`config.mk`:
```
export PLATFORM = sky130hd
export DESIGN_NAME = mc_ctrl
export DESIGN_NICKNAME = d
export VERILOG_FILES = /design/src/rtl/mc_pkg.sv /design/src/rtl/mc_decode.sv /design/src/rtl/mc_ctrl.sv
export SDC_FILE = /design/constraint.sdc
export NUM_CORES = 1
export LEC_CHECK = 0
export CAP_MARGIN = 15
export CORE_MARGIN = 3
export CORE_UTILIZATION = 45
export CTS_BUF_LIST = sky130_fd_sc_hd__clkbuf_4 sky130_fd_sc_hd__clkbuf_8 sky130_fd_sc_hd__clkbuf_16
export DETAILED_ROUTE_END_ITERATION = 7
export DONT_BUFFER_PORTS = 1
export PLACE_DENSITY = 0.59
export SLEW_MARGIN = 15
export SYNTH_ARGS = -nofsm -noshare
export SYNTH_HDL_FRONTEND = slang
export SYNTH_HIERARCHICAL = 1
export SYNTH_SLANG_ARGS = --single-unit
export TNS_END_PERCENT = 1
```
`constraint.sdc`:
```
create_clock -name clk -period 2.7 [get_ports clk]
set_input_delay 0.27 -clock clk [delete_from_list [all_inputs] [get_ports clk]]
set_output_delay 0.27 -clock clk [all_outputs]
set_load 0.005 [all_outputs]
```
`src/rtl/mc_pkg.sv`:
```
// Shared encodings for the multicycle MIPS controller and its datapath.
package mc_pkg;

    localparam logic [3:0] S_FETCH   = 4'd0;
    localparam logic [3:0] S_DCD     = 4'd1;
    localparam logic [3:0] S_EXE     = 4'd2;
    localparam logic [3:0] S_ALU_WB  = 4'd3;
    localparam logic [3:0] S_MEM_ADR = 4'd4;
    localparam logic [3:0] S_MEM_RD  = 4'd5;
    localparam logic [3:0] S_MEM_WB  = 4'd6;
    localparam logic [3:0] S_MEM_WR  = 4'd7;
    localparam logic [3:0] S_BRANCH  = 4'd8;
    localparam logic [3:0] S_JUMP    = 4'd9;

    typedef enum logic [3:0] {
        CL_RTYPE_ALU, CL_IMM_ALU, CL_LOAD, CL_STORE, CL_BRANCH,
        CL_JMP, CL_JAL, CL_JR, CL_ILLEGAL
    } iclass_t;

    localparam logic [5:0] OP_R   = 6'b000000;
    localparam logic [5:0] OP_ORI = 6'b001101;
    localparam logic [5:0] OP_LUI = 6'b001111;
    localparam logic [5:0] OP_LW  = 6'b100011;
    localparam logic [5:0] OP_SW  = 6'b101011;
    localparam logic [5:0] OP_BEQ = 6'b000100;
    localparam logic [5:0] OP_J   = 6'b000010;
    localparam logic [5:0] OP_JAL = 6'b000011;

    localparam logic [5:0] FN_ADDU = 6'b100001;
    localparam logic [5:0] FN_SUBU = 6'b100011;
    localparam logic [5:0] FN_JR   = 6'b001000;

    localparam logic [3:0] ALU_ADD   = 4'b0000;
    localparam logic [3:0] ALU_SUB   = 4'b0001;
    localparam logic [3:0] ALU_OR    = 4'b0010;
    localparam logic [3:0] ALU_PASSB = 4'b0011;

    localparam logic [1:0] EXT_ZERO = 2'b00;
    localparam logic [1:0] EXT_SIGN = 2'b01;
    localparam logic [1:0] EXT_HI   = 2'b10;

    localparam logic [1:0] NPC_PC4 = 2'b00;
    localparam logic [1:0] NPC_BR  = 2'b01;
    localparam logic [1:0] NPC_J   = 2'b10;
    localparam logic [1:0] NPC_JR  = 2'b11;

    localparam logic [1:0] RSEL_RT = 2'b00;
    localparam logic [1:0] RSEL_RD = 2'b01;
    localparam logic [1:0] RSEL_31 = 2'b10;

    localparam logic [1:0] DSEL_PC  = 2'b00;
    localparam logic [1:0] DSEL_ALU = 2'b01;
    localparam logic [1:0] DSEL_DM  = 2'b10;

endpackage

```
`src/rtl/mc_decode.sv`:
```
// Combinational instruction classifier: op/funct -> instruction class.
module mc_decode
    import mc_pkg::*;
(
    input  logic [5:0] op,
    input  logic [5:0] funct,
    output iclass_t    cls
);

    always_comb begin
        cls = CL_ILLEGAL;
        case (op)
            OP_R: begin
                case (funct)
                    FN_ADDU, FN_SUBU: cls = CL_RTYPE_ALU;
                    FN_JR:            cls = CL_JR;
                    default:          cls = CL_ILLEGAL;
                endcase
            end
            OP_ORI, OP_LUI: cls = CL_IMM_ALU;
            OP_LW:          cls = CL_LOAD;
            OP_SW:          cls = CL_STORE;
            OP_BEQ:         cls = CL_BRANCH;
            OP_J:           cls = CL_JMP;
            OP_JAL:         cls = CL_JAL;
            default:        cls = CL_ILLEGAL;
        endcase
    end

endmodule

```
`src/rtl/mc_ctrl.sv`:
```
// Multicycle MIPS control FSM: Moore outputs per state, PCWr follows zero in BRANCH.
module mc_ctrl
    import mc_pkg::*;
(
    input  logic       clk,
    input  logic       rst,
    input  logic [5:0] op,
    input  logic [5:0] funct,
    input  logic       zero,
    output logic [1:0] npcop,
    output logic       PCWr,
    output logic       IRWr,
    output logic       RFWr,
    output logic       wren,
    output logic [3:0] aluop,
    output logic [1:0] extop,
    output logic       sel,
    output logic [1:0] R_sel,
    output logic [1:0] D_sel,
    output logic       illegal,
    output logic [3:0] state
);

    iclass_t    cls;
    logic [3:0] nxt;
    logic       pc_wr, ir_wr, rf_wr, dm_wr, ill;
    logic [3:0] ex_alu;
    logic [1:0] ex_ext;
    logic       ex_sel;

    mc_decode u_decode (.op(op), .funct(funct), .cls(cls));

    always_ff @(posedge clk or posedge rst) begin
        if (rst) state <= S_FETCH;
        else     state <= nxt;
    end

    // ALU controls for the EXE phase; ALU_WB reuses them so the ALU latch stays stable.
    always_comb begin
        ex_alu = ALU_ADD;
        ex_ext = EXT_ZERO;
        ex_sel = 1'b0;
        if (cls == CL_RTYPE_ALU) begin
            ex_alu = (funct == FN_SUBU) ? ALU_SUB : ALU_ADD;
        end else if (op == OP_LUI) begin
            ex_alu = ALU_PASSB;
            ex_ext = EXT_HI;
            ex_sel = 1'b1;
        end else begin
            ex_alu = ALU_OR;
            ex_sel = 1'b1;
        end
    end

    always_comb begin
        nxt   = S_FETCH;
        pc_wr = 1'b0;
        ir_wr = 1'b0;
        rf_wr = 1'b0;
        dm_wr = 1'b0;
        ill   = 1'b0;
        npcop = NPC_PC4;
        aluop = ALU_ADD;
        extop = EXT_ZERO;
        sel   = 1'b0;
        R_sel = RSEL_RT;
        D_sel = DSEL_PC;
        case (state)
            S_FETCH: begin
                ir_wr = 1'b1;
                pc_wr = 1'b1;
                nxt   = S_DCD;
            end
            S_DCD: begin
                case (cls)
                    CL_RTYPE_ALU, CL_IMM_ALU:  nxt = S_EXE;
                    CL_LOAD, CL_STORE:         nxt = S_MEM_ADR;
                    CL_BRANCH:                 nxt = S_BRANCH;
                    CL_JMP, CL_JAL, CL_JR:     nxt = S_JUMP;
                    default: begin
                        nxt = S_FETCH;
                        ill = 1'b1;
                    end
                endcase
            end
            S_EXE: begin
                aluop = ex_alu;
                extop = ex_ext;
                sel   = ex_sel;
                nxt   = S_ALU_WB;
            end
            S_ALU_WB: begin
                aluop = ex_alu;
                extop = ex_ext;
                sel   = ex_sel;
                rf_wr = 1'b1;
                D_sel = DSEL_ALU;
                R_sel = (cls == CL_RTYPE_ALU) ? RSEL_RD : RSEL_RT;
            end
            S_MEM_ADR: begin
                aluop = ALU_ADD;
                sel   = 1'b1;
                extop = EXT_SIGN;
                nxt   = (cls == CL_LOAD) ? S_MEM_RD : S_MEM_WR;
            end
            S_MEM_RD: nxt = S_MEM_WB;
            S_MEM_WB: begin
                rf_wr = 1'b1;
                R_sel = RSEL_RT;
                D_sel = DSEL_DM;
            end
            S_MEM_WR: dm_wr = 1'b1;
            S_BRANCH: begin
                aluop = ALU_SUB;
                extop = EXT_SIGN;
                npcop = NPC_BR;
                pc_wr = zero;
            end
            S_JUMP: begin
                pc_wr = 1'b1;
                if (cls == CL_JR) begin
                    npcop = NPC_JR;
                end else begin
                    npcop = NPC_J;
                    if (cls == CL_JAL) begin
                        // pc already holds PC+4, which is the link value
                        rf_wr = 1'b1;
                        R_sel = RSEL_31;
                        D_sel = DSEL_PC;
                    end
                end
            end
            default: nxt = S_FETCH;
        endcase
    end

    assign PCWr    = pc_wr & ~rst;
    assign IRWr    = ir_wr & ~rst;
    assign RFWr    = rf_wr & ~rst;
    assign wren    = dm_wr & ~rst;
    assign illegal = ill   & ~rst;

endmodule

```
==> flow_summary.toml <==
[timing]
period_share_pct = 85.5
final.setup.tns_ps = 0
rsz0062_at_grt = "false"
hold_viol = 0
period_minus_slack_ps = 2310
setup_viol = 0
max_freq_mhz = 433
report.final.slew_viol_count = 0
skew_ps = 0.410

[cts]
cts_made_buffers = 3
ctsHtreeMaxLevel = 1
cts_root_buf = "clkbuf_4"
clock_latency_ps = 230
cts_tree = "done"
clkTransAtPathRegs_ps = 40
cts_resized = 0
clockBufferDepth = 2
cts_setup_buffers = 0
clock_sinks = 4
cts_hold_buf = 1

[synthesis]
async_reset_ff_share_pct = 100
synth_edf_count = 0
ys_seq_area_share_pct = 13.9
synthCells = 92
synth.avg_cell_area_um2 = 7.85
yosys.area.top_type_share_pct = 13.9
synthTopCellsByArea = "dfrtp_1 14%, nor2_1 4.2%, or4b_4 3.8%"
synth_commonest_cells = "8 x nor2_1, 5 x inv_1"
yosysMostFrequentCell = "nor2_1"
ys_dominant_reg_cell = "dfrtp_1"
yosysWarningCount = 6
yosysTopAreaCell = "dfrtp_1"
synth_area_um2 = 722
synthDistinctLibCells = 51
synth-seq-cells = 4

[detailed_routing]
wirelength_um = 1670
drt-pass1-iter-count = 4
met1_length_um = 817
dr_wl_met2_um = 662
ant_nets = 0
num_vias = 664
dr_wl_met3_um = 187
drcViolationCount = 0
dr.max_layer_used = "met3"
drtIter0Drc = 8
wl_per_cell_um = 15.9
vias_per_cell = 6.32

[floorplan]
dieArea_mm2 = 0.00212
die_y_um = 46.1
die_x_um = 46.1
fp.coreArea_mm2 = 0.00140
start_util_pct = 51.6
rows = 13
ioPinCount = 37

[global_route]
overflow = 0
antenna_found_initial = 0
grt_pass1_vias = 570
grt_pass1_wl_um = 2480
globalRouteTotalUtil_pct = 15.7
grt_start_max_net_pins = 16

[finish]
largest_reg_flops = 4
syn_to_final_growth_pct = 0.520
stdcell_count = 105
top_register = "state"
design_area_um2 = 726
top_regs = "state x4"
final_nets = 107
diodes = 0
final_layout_size_suffix_gt1_share_pct = 15.6
utilization_pct = 51.9
multiInputGateArea_um2 = 556
regArea_um2 = 100
fill_cells = 138

[critical_path]
path_class = "input pin to primary output"
start_kind = "input pin"
required_ps = 2430
critPathMaxFanout = 8
arrival_ps = 2040
end_kind = "primary output"

[power_and_ir_drop]
pwr_density_cell_mw_per_mm2 = 263
p_leak_nw = 0.306
ir_worst_vdd_v = 0.000172

[placed_design]
dp.cells = 101
port_buffers = 0
hpwl_um = 1260
placed_area_um2 = 693
place_congestion = 0.734

[run]
cap_viol_max_count = 0

[run_status]
status = "completed"

[hold_path]
hold_class = "input pin to asynchronous set/reset pin"
## worst paths after layout
| check | startpoint | endpoint | slack, ps | cells after the start |
|---|---|---|---|---|
| max | funct[1] | aluop[0] | 390 | 6 |
| min | rst | state[3]$_DFF_PP0_ | 380 | 2 |
| max reg2reg | state[0]$_DFF_PP0_ | state[1]$_DFF_PP0_ | 1080 | 3 |
| min reg2reg | state[1]$_DFF_PP0_ | state[2]$_DFF_PP0_ | 700 | 1 |
| max in group asynchronous | rst | state[0]$_DFF_PP0_ | 2180 | 2 |
| min in group clk | op[4] | state[2]$_DFF_PP0_ | 400 | 3 |
## area by class of cell
cell class	count	share of cell area, %
clock buffer	3	3.10
inverter	5	2.59
multi-input combinational	77	76.6
sequential	4	13.8
tap	15	2.59
timing repair buffer	1	1.38
## power breakdown
| group | switching, mW | internal (mW) | total (mW) |
|---|---|---|---|
| combinational | 0.0243 | 0.0239 | 0.0482 |
| sequential | 0.00943 | 0.0628 | 0.0722 |
| clock | 0.0207 | 0.0495 | 0.0702 |
| total | 0.0545 | 0.136 | 0.191 |
## cell families (layout without fill, tap and decap cells)
logic type	count (synthesis)	count (layout)	synth area share, %
other cells	1	2	0.519
flops	4	4	13.9
buf+inv	12	9	9.70
compound gates	19	19	18.9
xor+xnor	1	1	1.21
mux	2	2	2.95
simple gates	53	53	52.9
## layer usage
| layer | vias to the layer above | track usage [%] |
|---|---|---|
| met2 | 27 | 21.4 |
| met1 | 293 | 22.8 |
| met4 | 0 | 5.11 |
| met5 | - | 0 |
| met3 | 0 | 5.08 |
| li1 | 344 | - |
## cells in the final DEF, fill, tap and decap left out, types with 2 or more instances in the layout
cell / count
a21oi_1: 4
clkbuf_4: 3
conb_1: 2
dfrtp_1: 4
inv_1: 5
nand2_1: 4
nand2b_1: 4
nand3_1: 2
nand3b_1: 3
nand4_1: 2
nand4b_1: 2
nor2_1: 8
nor3_1: 2
nor3b_1: 3
nor4_1: 4
o21ai_0: 3
o2bb2ai_1: 2
or4b_4: 2
## through the flow
stage	power, mW	worst slack (ps)	hold WS, ps
final	0.191	391	378
after global routing	0.207	240	386
after CTS	0.195	382	375
after detailed placement	0.120	392	49.4
after global placement	0.120	451	47.3
after floorplan	0.120	470	36.1
## worst max-delay path, cell delays in order
cell and delay [ps]:
nor4b_2 400, o21ai_0 160, a221o_1 410, or4_1 450
and4_4 200, nand3b_4 150
Note: power is estimated with default switching activity, not from simulation.
